**src/rtl/fp_conv_pkg.sv**
```systemverilog
// Shared constants and helpers for the fixed-to-compact-float converter.
package fp_conv_pkg;

  // Pipeline stage indices into the per-stage valid vector
  localparam int STG_S1  = 0;
  localparam int STG_S2  = 1;
  localparam int STG_S3  = 2;
  localparam int NUM_STG = 3;

  // The sample must keep a sign bit plus at least one dropped bit beyond the
  // significand, and the largest shift must be representable in the exponent.
  function automatic bit fp_params_legal(input int dw, input int ew, input int mw);
    return (dw >= mw + 2) && ((dw - mw - 1) <= ((1 << ew) - 1));
  endfunction

  // Width of the packed {s, e, f, sat, inex} result bundle
  function automatic int fp_result_w(input int ew, input int mw);
    return 1 + ew + mw + 2;
  endfunction

endpackage

```
**src/rtl/fp_lzc.sv**
```systemverilog
// Combinational leading-zero counter; an all-zero word reports DW.
module fp_lzc
  import fp_conv_pkg::*;
#(
  parameter int DW = 12,
  parameter int CW = $clog2(DW + 1)
) (
  input  logic [DW-1:0] i_data,
  output logic [CW-1:0] o_cnt
);

  logic w_found;

  // Scan from the MSB and latch the position of the first set bit
  always_comb begin
    o_cnt   = CW'(DW);
    w_found = 1'b0;
    for (int i = DW - 1; i >= 0; i--) begin
      if (!w_found && i_data[i]) begin
        o_cnt   = CW'(DW - 1 - i);
        w_found = 1'b1;
      end
    end
  end

endmodule

```
**src/rtl/fp_convert_pipe.sv**
```systemverilog
// Three-stage two's-complement to (S, E, F) converter with valid/ready
// backpressure. value = F * 2**E; all stages advance on one shared enable.
module fp_convert_pipe
  import fp_conv_pkg::*;
#(
  parameter int DW  = 12,
  parameter int EW  = 3,
  parameter int MW  = 4,
  parameter int RND = 1
) (
  input  logic          clk,
  input  logic          rst_n,
  input  logic          in_valid,
  output logic          in_ready,
  input  logic [DW-1:0] in_d,
  output logic          out_valid,
  input  logic          out_ready,
  output logic          out_s,
  output logic [EW-1:0] out_e,
  output logic [MW-1:0] out_f,
  output logic          out_sat,
  output logic          out_inex
);

  localparam int LZW = $clog2(DW + 1);
  localparam int RW  = fp_result_w(EW, MW);

  if (!fp_params_legal(DW, EW, MW)) begin : g_bad_params
    $error("fp_convert_pipe: DW/EW/MW combination cannot represent all inputs");
  end

  // Saturating magnitude: the most negative input has no positive twin, so it
  // is clamped to the largest positive value and flagged. Returns {sat, mag}.
  function automatic logic [DW:0] sat_abs(input logic signed [DW-1:0] x);
    logic signed [DW-1:0] neg;
    neg = -x;
    if (x[DW-1] && (x[DW-2:0] == '0))
      return {1'b1, 1'b0, {(DW-1){1'b1}}};
    else if (x[DW-1])
      return {1'b0, $unsigned(neg)};
    else
      return {1'b0, $unsigned(x)};
  endfunction

  // Round half-up (when enabled), renormalise a significand carry-out, and
  // clamp to all-ones when the exponent overflows. Returns the packed bundle.
  function automatic logic [RW-1:0] round_sat(
    input logic          s,
    input logic [EW-1:0] e,
    input logic [MW-1:0] f,
    input logic          rbit,
    input logic          sticky,
    input logic          sat
  );
    logic [MW:0]   fr;
    logic [EW:0]   ex;
    logic [EW-1:0] eo;
    logic [MW-1:0] fo;
    logic          so;
    fr = {1'b0, f} + {{MW{1'b0}}, (RND != 0) & rbit};
    ex = {1'b0, e};
    so = sat;
    if (fr[MW]) begin
      fr = (MW + 1)'(1) << (MW - 1);
      ex = ex + 1'b1;
    end
    if (ex[EW]) begin
      eo = '1;
      fo = '1;
      so = 1'b1;
    end else begin
      eo = ex[EW-1:0];
      fo = fr[MW-1:0];
    end
    return {s, eo, fo, so, rbit | sticky};
  endfunction

  logic [NUM_STG-1:0]   r_vld;
  logic                 w_adv;

  logic [DW:0]          w_abs_p0;
  logic                 r_s_p0;
  logic                 r_sat_p0;
  logic [DW-1:0]        r_mag_p0;

  logic [LZW-1:0]       w_lz_p1;
  logic [EW-1:0]        w_e_p1;
  logic [MW-1:0]        w_f_p1;
  logic [DW-1:0]        w_half_p1;
  logic [DW-1:0]        w_low_p1;
  logic                 w_rbit_p1;
  logic                 w_sticky_p1;
  logic                 r_s_p1;
  logic                 r_sat_p1;
  logic [EW-1:0]        r_e_p1;
  logic [MW-1:0]        r_f_p1;
  logic                 r_rbit_p1;
  logic                 r_sticky_p1;

  logic [RW-1:0]        w_res_p2;
  logic [RW-1:0]        r_res_p2;

  // A full output slot that is not being taken freezes the whole pipe
  assign w_adv     = out_ready | ~r_vld[STG_S3];
  assign in_ready  = w_adv;
  assign out_valid = r_vld[STG_S3];

  // Stage valids shift together on advance; bubbles travel as zeros
  always_ff @(posedge clk or negedge rst_n) begin
    if (!rst_n) begin
      r_vld <= '0;
    end else if (w_adv) begin
      r_vld[STG_S1] <= in_valid;
      r_vld[STG_S2] <= r_vld[STG_S1];
      r_vld[STG_S3] <= r_vld[STG_S2];
    end
  end

  // ---- S1: sign and saturating magnitude ----
  assign w_abs_p0 = sat_abs($signed(in_d));

  // Capture sign, magnitude and min-value saturation
  always_ff @(posedge clk) begin
    if (w_adv) begin
      r_s_p0   <= in_d[DW-1];
      r_sat_p0 <= w_abs_p0[DW];
      r_mag_p0 <= w_abs_p0[DW-1:0];
    end
  end

  // ---- S2: normalise to MW significant bits ----
  fp_lzc #(
    .DW (DW),
    .CW (LZW)
  ) u_lzc (
    .i_data (r_mag_p0),
    .o_cnt  (w_lz_p1)
  );

  // Small magnitudes fit unshifted; otherwise shift right by E and split the
  // dropped bits into the round bit (just below F) and the sticky remainder
  always_comb begin
    w_e_p1      = '0;
    w_f_p1      = r_mag_p0[MW-1:0];
    w_half_p1   = '0;
    w_low_p1    = '0;
    w_rbit_p1   = 1'b0;
    w_sticky_p1 = 1'b0;
    if (int'(w_lz_p1) < (DW - MW)) begin
      w_e_p1      = EW'(DW - MW - int'(w_lz_p1));
      w_f_p1      = MW'(r_mag_p0 >> w_e_p1);
      w_half_p1   = {{(DW-1){1'b0}}, 1'b1} << (w_e_p1 - 1'b1);
      w_low_p1    = r_mag_p0 & ~({DW{1'b1}} << w_e_p1);
      w_rbit_p1   = |(r_mag_p0 & w_half_p1);
      w_sticky_p1 = |(w_low_p1 & ~w_half_p1);
    end
  end

  // Capture the unrounded exponent/significand and the dropped-bit summary
  always_ff @(posedge clk) begin
    if (w_adv) begin
      r_s_p1      <= r_s_p0;
      r_sat_p1    <= r_sat_p0;
      r_e_p1      <= w_e_p1;
      r_f_p1      <= w_f_p1;
      r_rbit_p1   <= w_rbit_p1;
      r_sticky_p1 <= w_sticky_p1;
    end
  end

  // ---- S3: round, renormalise, saturate ----
  assign w_res_p2 = round_sat(r_s_p1, r_e_p1, r_f_p1, r_rbit_p1, r_sticky_p1, r_sat_p1);

  // Output register; cleared on reset so the idle outputs read zero
  always_ff @(posedge clk or negedge rst_n) begin
    if (!rst_n) begin
      r_res_p2 <= '0;
    end else if (w_adv) begin
      r_res_p2 <= w_res_p2;
    end
  end

  assign {out_s, out_e, out_f, out_sat, out_inex} = r_res_p2;

endmodule

```
**config.mk**
```make
export PLATFORM = sky130hd
export DESIGN_NAME = fp_convert_pipe
export DESIGN_NICKNAME = d
export VERILOG_FILES = /design/src/rtl/fp_conv_pkg.sv /design/src/rtl/fp_lzc.sv /design/src/rtl/fp_convert_pipe.sv
export SDC_FILE = /design/constraint.sdc
export NUM_CORES = 1
export LEC_CHECK = 0
export CORE_AREA = 2 2 73 103
export CTS_CLUSTER_SIZE = 28
export DETAILED_ROUTE_END_ITERATION = 6
export DIE_AREA = 0 0 75 105
export PLACE_DENSITY = 0.64
export SLEW_MARGIN = 30
export SYNTH_ARGS = -nofsm -noshare
export SYNTH_HDL_FRONTEND = slang
export SYNTH_HIERARCHICAL = 1
export SYNTH_SLANG_ARGS = --single-unit
```
**constraint.sdc**
```tcl
create_clock -name clk -period 5.19 [get_ports clk]
set_input_delay 1.2975 -clock clk [delete_from_list [all_inputs] [get_ports clk]]
set_output_delay 1.2975 -clock clk [all_outputs]
set_load 0.02 [all_outputs]
```
Word-level counts from Yosys, hierarchy flattened
Index checks and enable logic that the tools add are counted.

word-level totals
  bits in registers = 38
  input port bits = 16
  output and inout bits = 12
  word-level logic and storage cells = 87

operators by class
  $add $sub $neg = 5
  magnitude comparators = 1
  shifts and indexed selects = 3
  muxes and demuxes = 30
  bitwise logic cells = 9
  reduce and logical (&&, ||, !) cells = 27

operators with widths
  operator                 number
  $mux W4                  16
  $and A12 B12 Y12         3
  $not A12 Y12             2
  $reduce_or A12 Y1        2
  $logic_and A1 B1 Y1      12
  $mux W1                  12
  $neg A12 Y12             1
  $shl A1 B3 Y12 const A   1
  $shl A12 B3 Y12 const A  1
  $shr A12 B3 Y4           1
  $logic_not A1 Y1         11
  $logic_not A11 Y1        1
  $mux W11                 1
  $add A4 B1 Y5            1
  $add A3 B1 Y4 const B    1
  $lt A4 B4 Y1 const B     1
  $mux W3                  1
  $sub A1 B3 Y3 const A    1
  $sub A3 B1 Y3 const B    1
  $not A1 Y1               2
  $or A1 B1 Y1             2
  $reduce_or A2 Y1         1

Depth between registers and ports, before layout
  word-level depth = 40
  gate-level depth with buffers = 17
  gate-level depth less buffers = 14

Hierarchy
Netlist, hierarchy kept.

by module, submodules not included
  module           instances  cells each  area an instance (µm²)  sequential area each (µm²)
  fp_convert_pipe  1          207         2,230.9                 1,076.0
  fp_lzc           1          21          140.1                   0.0

Worst setup path before layout
Ideal clock, no wire load.

  path kind = flip-flop to flip-flop
  start = register r_mag_p0[3]
  end = register r_rbit_p1 (data pin)
  library setup time = 265 ps
  arrival = 3,918 ps
  required time = 4,925 ps
  setup slack = 1,006 ps
  stages on the path, launching flop included = 17
  path buffers = 3
  period minus slack after synthesis = 4,184 ps
  cell sequence = edfxtp_1 -> o21bai_1 -> a21oi_1 -> o21ai_0 -> a221oi_1 -> buf_2 -> inv_1 -> ha_1 -> inv_1 -> ha_1 -> clkbuf_1 -> inv_1 -> ha_1 -> clkbuf_1 -> mux2_2 -> a211oi_1 -> nor2_1

between the ends
  word-level cells in the longest chain between the ends = 16
  elaborated cells between the ends (all ways) = 20
  those cells by class = 2 x add/sub; 1 x order compare; 1 x shift; 7 x mux; 1 x bitwise; 8 x reduce/logical

ends and longest elaborated chain
  element                  RTL line                RTL
  from (decl)              fp_convert_pipe.sv:84   logic [DW-1:0] r_mag_p0;
  from (signal assigned)   fp_convert_pipe.sv:127  r_mag_p0 <= w_abs_p0[DW-1:0];
  $logic_and A1 B1 Y1 (*)  fp_lzc.sv:19            if (!w_found && i_data[i]) begin
  $mux W1                  fp_lzc.sv:19
  $logic_not A1 Y1         fp_lzc.sv:19
  $logic_and A1 B1 Y1      fp_lzc.sv:19
  $mux W1                  fp_lzc.sv:19
  $logic_not A1 Y1         fp_lzc.sv:19
  $logic_and A1 B1 Y1      fp_lzc.sv:19
  $mux W1                  fp_lzc.sv:19
  $logic_not A1 Y1         fp_lzc.sv:19
  $logic_and A1 B1 Y1      fp_lzc.sv:19
  $mux W4 (*)              fp_lzc.sv:19
  via w_lz_p1[0]           fp_convert_pipe.sv:86   logic [LZW-1:0] w_lz_p1;
  $sub A1 B3 Y3            fp_convert_pipe.sv:150  w_e_p1 = EW'(DW - MW - int'(w_lz_p1));
  $sub A3 B1 Y3            fp_convert_pipe.sv:152  w_half_p1 = {{(DW-1){1'b0}}, 1'b1} << (w_e_p1 - 1'b1);
  $shl A1 B3 Y12           fp_convert_pipe.sv:152
  $and A12 B12 Y12         fp_convert_pipe.sv:154  w_rbit_p1 = |(r_mag_p0 & w_half_p1);
  $reduce_or A12 Y1        fp_convert_pipe.sv:154
  to (signal assigned)     fp_convert_pipe.sv:166  r_rbit_p1 <= w_rbit_p1;
  to (decl)                fp_convert_pipe.sv:97   logic r_rbit_p1;

The timed path passes the listed nets; every way through them passes the cells marked *.
A chain may end at the register's enable or synchronous reset.

Worst setup path after layout
  start = register r_mag_p0[10]
  end = register r_sticky_p1 (data pin)

between the ends
  word-level cells in the longest chain between the ends = 38
  elaborated cells between the ends (all ways) = 52
  those cells by class = 2 x add/sub; 1 x order compare; 2 x shift; 21 x mux; 4 x bitwise; 22 x reduce/logical

ends and longest elaborated chain
  element                                           RTL line                                        RTL
  $logic_and A1 B1 Y1 (*)                           fp_lzc.sv:19
  $mux W1                                           fp_lzc.sv:19
  $logic_not A1 Y1                                  fp_lzc.sv:19
  $logic_and A1 B1 Y1                               fp_lzc.sv:19
  $mux W1                                           fp_lzc.sv:19
  $logic_not A1 Y1                                  fp_lzc.sv:19
  $logic_and A1 B1 Y1                               fp_lzc.sv:19
  $mux W1                                           fp_lzc.sv:19
  [23 not listed]                                   -
  $mux W4 (*)                                       fp_lzc.sv:19
  via w_lz_p1[0]                                    fp_convert_pipe.sv:86
  $sub A1 B3 Y3                                     fp_convert_pipe.sv:150
  $sub A3 B1 Y3 or $shl A12 B3 Y12 (tied branches)  fp_convert_pipe.sv:152, fp_convert_pipe.sv:153
  $shl A1 B3 Y12 or $not A12 Y12 (tied branches)    fp_convert_pipe.sv:152, fp_convert_pipe.sv:153
  $not A12 Y12 or $and A12 B12 Y12 (tied branches)  fp_convert_pipe.sv:155, fp_convert_pipe.sv:153
  $and A12 B12 Y12                                  fp_convert_pipe.sv:155                          w_sticky_p1 = |(w_low_p1 & ~w_half_p1);
  $reduce_or A12 Y1                                 fp_convert_pipe.sv:155
  to (signal assigned)                              fp_convert_pipe.sv:167                          r_sticky_p1 <= w_sticky_p1;
  to (decl)                                         fp_convert_pipe.sv:98                           logic r_sticky_p1;

Marked as above.

==> results.tsv <==
metric	value	unit
drv_slew	0	
tns	0	ns
critPathCaptureType	register	
areaGrowthSynthToFinish	21.2	%
synth-seq-cells	38	
vias_per_cell	5.22	
ys_warn_count	6	
synth_area_leaders	edfxtp_1, dfrtp_1, ha_1	
synth_cell_types	43	
grt_usage	12.7	%
placed_cell_area	2760	um^2
layout-drive-gt1-share	12.8	%
nets	285	
synth_fp_nets	256	
core.rowCount	36	
cts_tree	done	
cellPowerDensity	445	nW/um^2
cts_resized	0	
cts-htree-levels	2	
ys_seq_area_share	45.4	%
peakVddDrop	151	uV
yosysTopAreaCell	edfxtp_1	
grt_overflow	0	
max_slew_margin	51.7	%
antenna_found_initial	0	
grt_pass1_wl	7800	um
grt_max_degree	28	
arrival	4.09	ns
most-common-layout-cells	nand2_1, clkdlybuf4s50_1, edfxtp_1, nor2_1, o21ai_0	
cts.reportedPaths.clkPinSlew	0.07	ns
postCtsSetupBuffers	0	
cts_root_buf	clkbuf_8	
dp_hpwl	3530	um
finalHoldViolations	0	
cts_buffers	5	
antennaDiodeCount	0	
die_area	7880	um^2
drv_cap	0	
met1_usage	13.8	%
fmax	246	MHz
wl_per_cell	13.2	um
min_path_type	reg -> reg	
synth-edff-count	25	
die_w	75	um
cp.required	5.21	ns
synth-async-reset-ratio	34.2	%
synthCells	228	
period_needed	4.07	ns
met2_usage	22.7	%
io_pins	28	
postRouteAntennaNets	0	
use_met3	3.18	%
die_h	105	um
coreArea	6890	um^2
reg2reg_setup_slack	1.12	ns
start_util	34.4	%
tightest_slew	0.718	ns
power.leakage	1.10	nW
drc	0	
synth_flop_cell	edfxtp_1	
finalCritPeriodShare	78.4	%
insertion_delay	0.29	ns
design_area	2870	um^2
grt_setup_unrepaired	no	
start_kind	register	
wirelength	4660	um
place.gp.congestion	0.817	
path_max_fanout	14	
cts_buffer_depth	2	
critPathKind	reg -> reg	
status	complete, no violations	
dr.pass1.iters	4	
hold_buffers	0	
drtIter0Drc	89	
dr_total_vias	1844	
clock_sinks	38	
syn-cell-area	2370	um^2
port_buffers	27	
setup_viol	0	
grt_pass1_vias	1751	
netlist.area_leader.share	31.7	%
synth_area_per_cell	10.4	um^2
top_usage_layer	met2	
finClkSkew	0.00963	ns
layout make-up:
cell class | count | area [um^2]
fill | 673 | 4020
multi-input combinational | 168 | 1220
sequential | 38 | 1080
timing repair buffer | 30 | 293
tap | 95 | 119
clock buffer | 7 | 86.3
inverter | 14 | 52.6
clock inverter | 1 | 30.0
path summary, 6_finish.rpt:
check	start	end	depth (start not counted)
min in group asynchronous	rst_n	r_vld[2]$_DFFE_PN0P_	1
max in group asynchronous	rst_n	r_res_p2[5]$_DFFE_PN0P_	1
worst min register to register	r_sat_p0$_SDFFCE_PP1P_	r_sat_p1$_DFFE_PP_	0
worst max register to register	r_mag_p0[10]$_SDFFCE_PP1P_	r_sticky_p1$_SDFFCE_PP0P_	15
worst min-delay path	r_sat_p0$_SDFFCE_PP1P_	r_sat_p1$_DFFE_PP_	0
worst max-delay path	r_mag_p0[10]$_SDFFCE_PP1P_	r_sticky_p1$_SDFFCE_PP0P_	15
registers in the layout, indices dropped and copies added, names as in the netlist:
signal	flops
r_sat_p1	1
r_e_p1	3
r_f_p1	4
r_s_p1	1
r_s_p0	1
r_mag_p0	12
r_sat_p0	1
r_rbit_p1	1
r_sticky_p1	1
r_res_p2	10
r_vld	3
critical path, stage by stage, from the launching register on:
cell and delay, ns:
edfxtp_1 0.48, nor4_4 0.35, nand3_2 0.15, nor3_1 0.22
a221oi_2 0.10, buf_4 0.21, inv_1 0.14, ha_1 0.19
inv_1 0.06, ha_1 0.53, inv_1 0.17, ha_1 0.49
and2_1 0.17, o21ai_0 0.08, a222oi_1 0.32, a21oi_1 0.12
synthesized netlist by cell type (2+ instances only):
master / instances
a211oi_1: 3
a21oi_1: 11
a221oi_1: 2
a22oi_1: 3
a2bb2oi_1: 3
a31oi_1: 2
and3_1: 2
buf_2: 2
clkbuf_1: 6
dfrtp_1: 13
edfxtp_1: 25
ha_1: 12
inv_1: 14
mux2_2: 8
mux2i_1: 4
mux4_2: 6
nand2_1: 27
nand2b_1: 2
nand3_1: 6
nand4_1: 3
nor2_1: 22
nor2b_1: 3
nor3_1: 3
nor4_1: 4
o21ai_0: 15
o31ai_1: 5
o41ai_1: 2
or2_2: 2
or4_4: 2
xor2_1: 3
kinds of logic after synthesis:
| logic type | share of synthesized area (%) |
|---|---|
| AND/OR/NAND/NOR | 16.7 |
| AO/OA/AOI/OAI | 15.3 |
| flip-flops | 45.4 |
| buffers and inverters | 3.59 |
| multiplexers | 11.2 |
| adder cells (fa/ha/maj) | 6.33 |
| XOR/XNOR | 1.48 |
layer usage:
| layer | share of wire, % | routed length, um |
|---|---|---|
| met1 | 39 | 1830 |
| met2 | 54 | 2530 |
| met3 | 4.3 | 200 |
| met4 | 1.9 | 90 |
| met5 | 0 | 0 |
power by group:
part | switching [mW] | total [mW] | internal [mW]
Clock | 0.0975 | 0.254 | 0.157
Sequential | 0.0751 | 0.513 | 0.438
Combinational | 0.263 | 0.512 | 0.249
through the flow:
step	hold WS [ns]	util [%]	instances	setup WS (ns)	total power, mW
after detailed placement	0.413	40.0	345	1.15	1.03
after CTS	0.431	41.7	353	1.13	1.29
after floorplan	0.400	-	228	1.01	0.854
after global placement	0.404	40.0	345	1.16	1.02
after global routing	0.446	41.7	353	0.718	1.37
final	0.430	41.7	353	1.12	1.28
(Power assumes the default switching activity.)
